<file path="src/rtl/mod5_serial_scheduler.sv">
// Two-requester round-robin front end for an LSB-first serial mod-5 residue engine.
// A granted word is shifted out one bit per clock while the residue accumulates.
module mod5_serial_scheduler #(
  parameter int WIDTH = 8
) (
  input  logic             clk,
  input  logic             reset,
  input  logic             req0,
  input  logic [WIDTH-1:0] data0,
  input  logic             req1,
  input  logic [WIDTH-1:0] data1,
  output logic             gnt0,
  output logic             gnt1,
  output logic             busy,
  output logic             bit_out,
  output logic             bit_valid,
  output logic [2:0]       residue,
  output logic             done,
  output logic             done_id
);

  typedef enum logic [1:0] {IDLE, SHIFT, DONE} state_t;

  state_t           state, state_nxt;
  logic             last;
  logic             id;
  logic [WIDTH-1:0] sreg;
  logic [5:0]       count;
  logic [2:0]       weight;
  logic             accept;
  logic             pick1;
  logic             last_shift;
  logic [2:0]       res_add;
  logic [2:0]       w_dbl;

  // On a tie the requester that did not finish last wins.
  assign pick1      = req1 & (~req0 | ~last);
  assign accept     = (state == IDLE) & (req0 | req1);
  assign last_shift = (count == 6'(WIDTH - 1));

  // Modular add/double kept within 3 bits: subtract 5 only when the sum would reach 5.
  always_comb begin
    res_add = residue + weight;
    if (residue >= (3'd5 - weight))
      res_add = residue - (3'd5 - weight);
    w_dbl = {weight[1:0], 1'b0};
    if (weight >= 3'd3)
      w_dbl = {weight[1:0], 1'b0} - 3'd5;
  end

  always_ff @(posedge clk) begin
    if (reset) state <= IDLE;
    else       state <= state_nxt;
  end

  always_comb begin
    state_nxt = state;
    case (state)
      IDLE:    if (accept) state_nxt = SHIFT;
      SHIFT:   if (last_shift) state_nxt = DONE;
      DONE:    state_nxt = IDLE;
      default: state_nxt = IDLE;
    endcase
  end

  always_ff @(posedge clk) begin
    if (reset) begin
      gnt0    <= 1'b0;
      gnt1    <= 1'b0;
      last    <= 1'b1;
      id      <= 1'b0;
      sreg    <= '0;
      count   <= '0;
      weight  <= 3'd1;
      residue <= '0;
      done_id <= 1'b0;
    end else begin
      gnt0 <= accept & ~pick1;
      gnt1 <= accept & pick1;
      case (state)
        IDLE: begin
          if (accept) begin
            sreg    <= pick1 ? data1 : data0;
            id      <= pick1;
            residue <= '0;
            weight  <= 3'd1;
            count   <= '0;
          end
        end
        SHIFT: begin
          if (sreg[0]) residue <= res_add;
          weight <= w_dbl;
          sreg   <= sreg >> 1;
          count  <= count + 6'd1;
          if (last_shift) done_id <= id;
        end
        DONE:    last <= id;
        default: ;
      endcase
    end
  end

  assign busy      = (state != IDLE);
  assign bit_valid = (state == SHIFT);
  assign done      = (state == DONE);
  assign bit_out   = sreg[0];

endmodule

</file>
<file path="config.mk">
export PLATFORM = sky130hd
export DESIGN_NAME = mod5_serial_scheduler
export DESIGN_NICKNAME = d
export VERILOG_FILES = /design/src/rtl/mod5_serial_scheduler.sv
export SDC_FILE = /design/constraint.sdc
export NUM_CORES = 1
export LEC_CHECK = 0
export ABC_AREA = 1
export ABC_CLOCK_PERIOD_IN_PS = 4400
export BUFFER_PORTS_ARGS = -buffer_cell sky130_fd_sc_hd__buf_4
export CORE_ASPECT_RATIO = 1.5
export CORE_MARGIN = 3
export CORE_UTILIZATION = 58
export DETAILED_ROUTE_END_ITERATION = 8
export HOLD_SLACK_MARGIN = 0.1
export PLACE_DENSITY = 0.92
export SLEW_MARGIN = 20
export SYNTH_ARGS = -nofsm -noshare
export SYNTH_HDL_FRONTEND = slang
export SYNTH_SLANG_ARGS = --single-unit
</file>
<file path="constraint.sdc">
create_clock -name clk -period 4.4 [get_ports clk]
set_input_delay 0.88 -clock clk [delete_from_list [all_inputs] [get_ports clk]]
set_output_delay 0.88 -clock clk [all_outputs]
set_load 0.05 [all_outputs]
</file>
# After elaboration in Yosys (flattened, before gate mapping)
# Index checks and enable logic that the tools add are counted.
[totals] regBits=27 input_bits=20 output_inout_bits=10
[classes] addsub=5 order_cmp=2 n_eq_ne=6 mux=15 bitwise=9 n_reduce_logical=8
[op_table] op="8-bit two-way mux" count=2
[op_table] op="8-bit case mux with 2 select lines" count=1
[op_table] op="3-bit two-way mux" count=5
[op_table] op="3-bit case mux with 2 select lines" count=2
[op_table] op="6-bit case mux with 2 select lines" count=1
[op_table] op="2-bit AND reduction" count=4
[op_table] op="6-bit by 1-bit adder with 6-bit output, second input constant" count=1
[op_table] op="6-bit by 3-bit == test with 1-bit output, second input constant" count=1
[op_table] op="6-bit two-way mux" count=1
[op_table] op="1-bit AND" count=4
[op_table] op="2-bit two-way mux" count=2
[op_table] op="2-bit by 1-bit != test with 1-bit output, second input constant" count=2
[op_table] op="2-bit case mux with 2 select lines" count=1
[op_table] op="2-bit nonzero test" count=2
[op_table] op="3-bit adder" count=1
[op_table] op="3-bit by 2-bit greater-or-equal comparator with 1-bit output, second input constant" count=1
[op_table] op="3-bit greater-or-equal comparator" count=1
[op_table] op="1-bit NOT" count=3
[op_table] op="3-bit AND reduction" count=1
[op_table] op="3-bit subtractor" count=1
[op_table] op="3-bit subtractor, first input constant" count=1
[op_table] op="3-bit subtractor, second input constant" count=1
[op_table] op="2-bit by 1-bit == test with 1-bit output, second input constant" count=1
[op_table] op="2-bit == test, second input constant" count=1
[op_table] op="3 further kinds" count=4

# Longest topological paths before layout
[depth] depth_word=6 depth_mapped=12 ltp_nobuf=12

# Worst setup path after synthesis
# No wires, ideal clock.
[synth_path] kind="register to output" from="register state[1]" to="output done" arrival_time_ps=1123 slack_ps=2397 path_stages_with_launch=3 path_cell_list="dfxtp_1 -> inv_1 -> nor2_1"
[synth_via] elab_chain_len=1
[synth_lines] item="start, declared" line="24" rtl="state_t state, state_nxt;"
[synth_lines] item="start signal, assigned" line="53" rtl="else state <= state_nxt;"
[synth_lines] item="2-bit == test" line="105" rtl="assign done = (state == DONE);"
[synth_lines] item="end, declared" line="18" rtl="output logic done,"
# No other way between the ends.

# Worst setup path in the final report
[layout_path] from="register state[0]" to="output bit_valid"
[layout_via] elab_chain_len=1
[layout_lines] item="2-bit by 1-bit == test with 1-bit output" line="104" rtl="assign bit_valid = (state == SHIFT);"
[layout_lines] item="end, declared" line="16" rtl="output logic bit_valid,"
# No other way between the ends.

==> reports/metrics.cfg <==
[status]
outcome=complete, no violations

[cells_and_area]
n_antenna_cell=0
finalNetCount=276
layout_commonest_cell=nand2_1
post-route-util=0.737
layout-drive-gt1-share=0.163
layout_common_cells=59 x nand2_1, 35 x inv_1, 29 x buf_4, 27 x dfxtp_1, 24 x nor2_1
fin_area_um2=1720
fillCellCount=200
areaGrowthSynthToFinish_pct=16.0

[cts]
clk_pin_slew_ns=0.14
clk_latency_ns=0.31
cts.sinks=27
cts_tree=done
cts.htree.levels=1
cts_resized=0
postCtsSetupBuffers=0
cts.hold.buffers_added=0
numCtsBuffers=3
cts_root_buffer=clkbuf_4
clock_path_buffers=2

[grt]
track_usage=0.227
grt_pass1_wl_um=5390
grt_pass1_vias=1359
grt_max_degree=22
overflow=0
antenna_found_initial=0

[floorplanning]
die_y_um=68
initial_core_util=0.636
coreArea_um2=2340
die_w_um=47.3
num_rows=21
dieArea_um2=3220
io_pins=30

[power_and_ir_drop]
sw_frac_of_total=0.365
totalPowerFinal_uw=583
p_seq_frac=0.477
peakVddDrop_v=0.000266
p_per_area_nw_per_um2=338
p_comb_frac=0.348
pwr-share-clk=0.175
switching_power_uw=213
power.internal_uw=370
p_leak_nw=0.827

[sta]
max_freq_mhz=462
slew_headroom=0.729
worst_pin_slew_ns=0.405
maxSlewViolCount=0
fin_setup_tns_ns=0
period_needed_ns=2.16
grt_setup_unrepaired=false
finClkSkew_ns=0.00444
hold_viol=0
final-setup-viol-count=0
period_share=0.492

[route]
wl_per_cell_um=12.0
drtIter0Drc=44
drt_wl_total_um=3220
dr.pass1.iters=6
ant_nets=0
vias=1436
post-route-drc-count=0
avgViaCountPerCell=5.34

[placement]
place_area_um2=1700
place_congestion=0.825
port-buffer-count=29
hpwl_um=2500

[worst_setup_path]
slowest_stage=dfxtp_1
path_class=register to output port
path_max_fanout=8
end_kind=output port
crit_start=state[0]$_SDFFE_PP0P_
cp-start-kind=register
crit_chain=inv_1 > nor2_4 > buf_4
crit_arrival_ns=1.28
crit_buf_inv=2
worstPathRequired_ns=3.52
max_stage_delay_ns=0.40
worstReg2RegStart=weight[2]$_SDFFE_PP0P_
cp_top_family=flip-flops

[synth]
synth_area_um2=1490
avgSynthCellArea_um2=6.82
synthCells=218
synth-seq-area-share=0.364
synth-seq-cells=27
synth_cell_types=25
syn-num-nets=247
yosys_warnings=0

[job]
max_cap_viol_count=0

[hold_path]
min_from=done_id$_SDFFE_PP0P_
hold_class=register to register

## worst reg2reg max path: cells and delay by family, from the launching register on
family	cells	cell delay, ns
and+or+nand+nor	3	0.26
AOI/OAI and AO/OA	2	0.24
DFF	1	0.40
adders and majority gates	2	0.59
buffers and inverters	3	0.24
## synthesized netlist by cell type
cell | n | area share
nor2_4 | 1 | 0.0076
o21ai_4 | 1 | 0.011
nand3_1 | 8 | 0.027
buf_2 | 2 | 0.0067
clkbuf_1 | 1 | 0.0025
o21ai_0 | 7 | 0.024
nor2_2 | 1 | 0.0042
nor3_2 | 1 | 0.0067
and2_1 | 1 | 0.0042
a21oi_1 | 22 | 0.074
nand2_2 | 1 | 0.0042
buf_6 | 2 | 0.015
o22ai_1 | 8 | 0.034
xnor2_1 | 1 | 0.0059
inv_4 | 1 | 0.0042
nor3_1 | 3 | 0.010
dfxtp_1 | 27 | 0.36
nand2_1 | 59 | 0.15
nor2_1 | 24 | 0.061
inv_1 | 35 | 0.088
o211ai_1 | 1 | 0.0051
fa_1 | 2 | 0.027
or2_2 | 1 | 0.0042
ha_1 | 7 | 0.059
clkinv_1 | 1 | 0.0025
## stage by stage
| stage | hold WS (ns) | worst slack (ns) | instances |
|---|---|---|---|
| final | 0.483 | 2.24 | 269 |
| after global routing | 0.505 | 2.17 | 269 |
| after CTS | 0.486 | 2.23 | 269 |
| after detailed placement | 0.466 | 2.20 | 265 |
| after global placement | 0.457 | 2.22 | 265 |
| after floorplan | 0.444 | 2.40 | 218 |
## layout make-up
type / count / area (µm²) / share of cell area
Multi-Input combinational cell: 149 / 768 / 0.446
Clock buffer: 3 / 22.5 / 0.0131
Inverter: 37 / 141 / 0.0820
Clock inverter: 1 / 5.00 / 0.00290
Sequential cell: 27 / 541 / 0.313
Timing Repair Buffer: 29 / 218 / 0.126
Tap cell: 23 / 28.8 / 0.0167
## cell families (layout without fill, tap and decap cells)
group,Yosys count,count (layout),synth area share
AOI/OAI and AO/OA,39,39,0.147
xor gates and xnor gates,1,1,0.00589
adders and majority gates,9,9,0.0859
buffers and inverters,42,70,0.120
DFF,27,27,0.364
and+or+nand+nor,100,100,0.278
## power by group through the flow
stage	combinational (mW)	sequential [mW]	clock, mW
after floorplan	0.144	0.291	0
after detailed placement	0.201	0.283	0
final	0.203	0.278	0.102
after global placement	0.195	0.283	0
after global routing	0.231	0.280	0.114
after CTS	0.202	0.278	0.105
## final timing paths
path	end	slack [ns]	depth (start not counted)
hold reg to reg	done_id$_SDFFE_PP0P_	0.48	2
setup reg to reg	residue[1]$_SDFFE_PP0P_	2.58	10
setup / recovery	bit_valid	2.24	3
hold / removal	done_id$_SDFFE_PP0P_	0.48	2
## sequential cells by signal, indices dropped and copies added (netlist names)
| name | flops |
|---|---|
| count | 6 |
| done_id | 1 |
| gnt0 | 1 |
| gnt1 | 1 |
| id | 1 |
| last | 1 |
| residue | 3 |
| sreg | 8 |
| state | 2 |
| weight | 3 |
## layer usage
layer  vias up  wire [µm]  GRT usage
li1        735          -          -
met1       665       1340      0.243
met2        29       1750      0.424
met3         7         73     0.0184
met4         0         66      0.100
met5         -          0          0
Power figures use the tool's default switching activity.
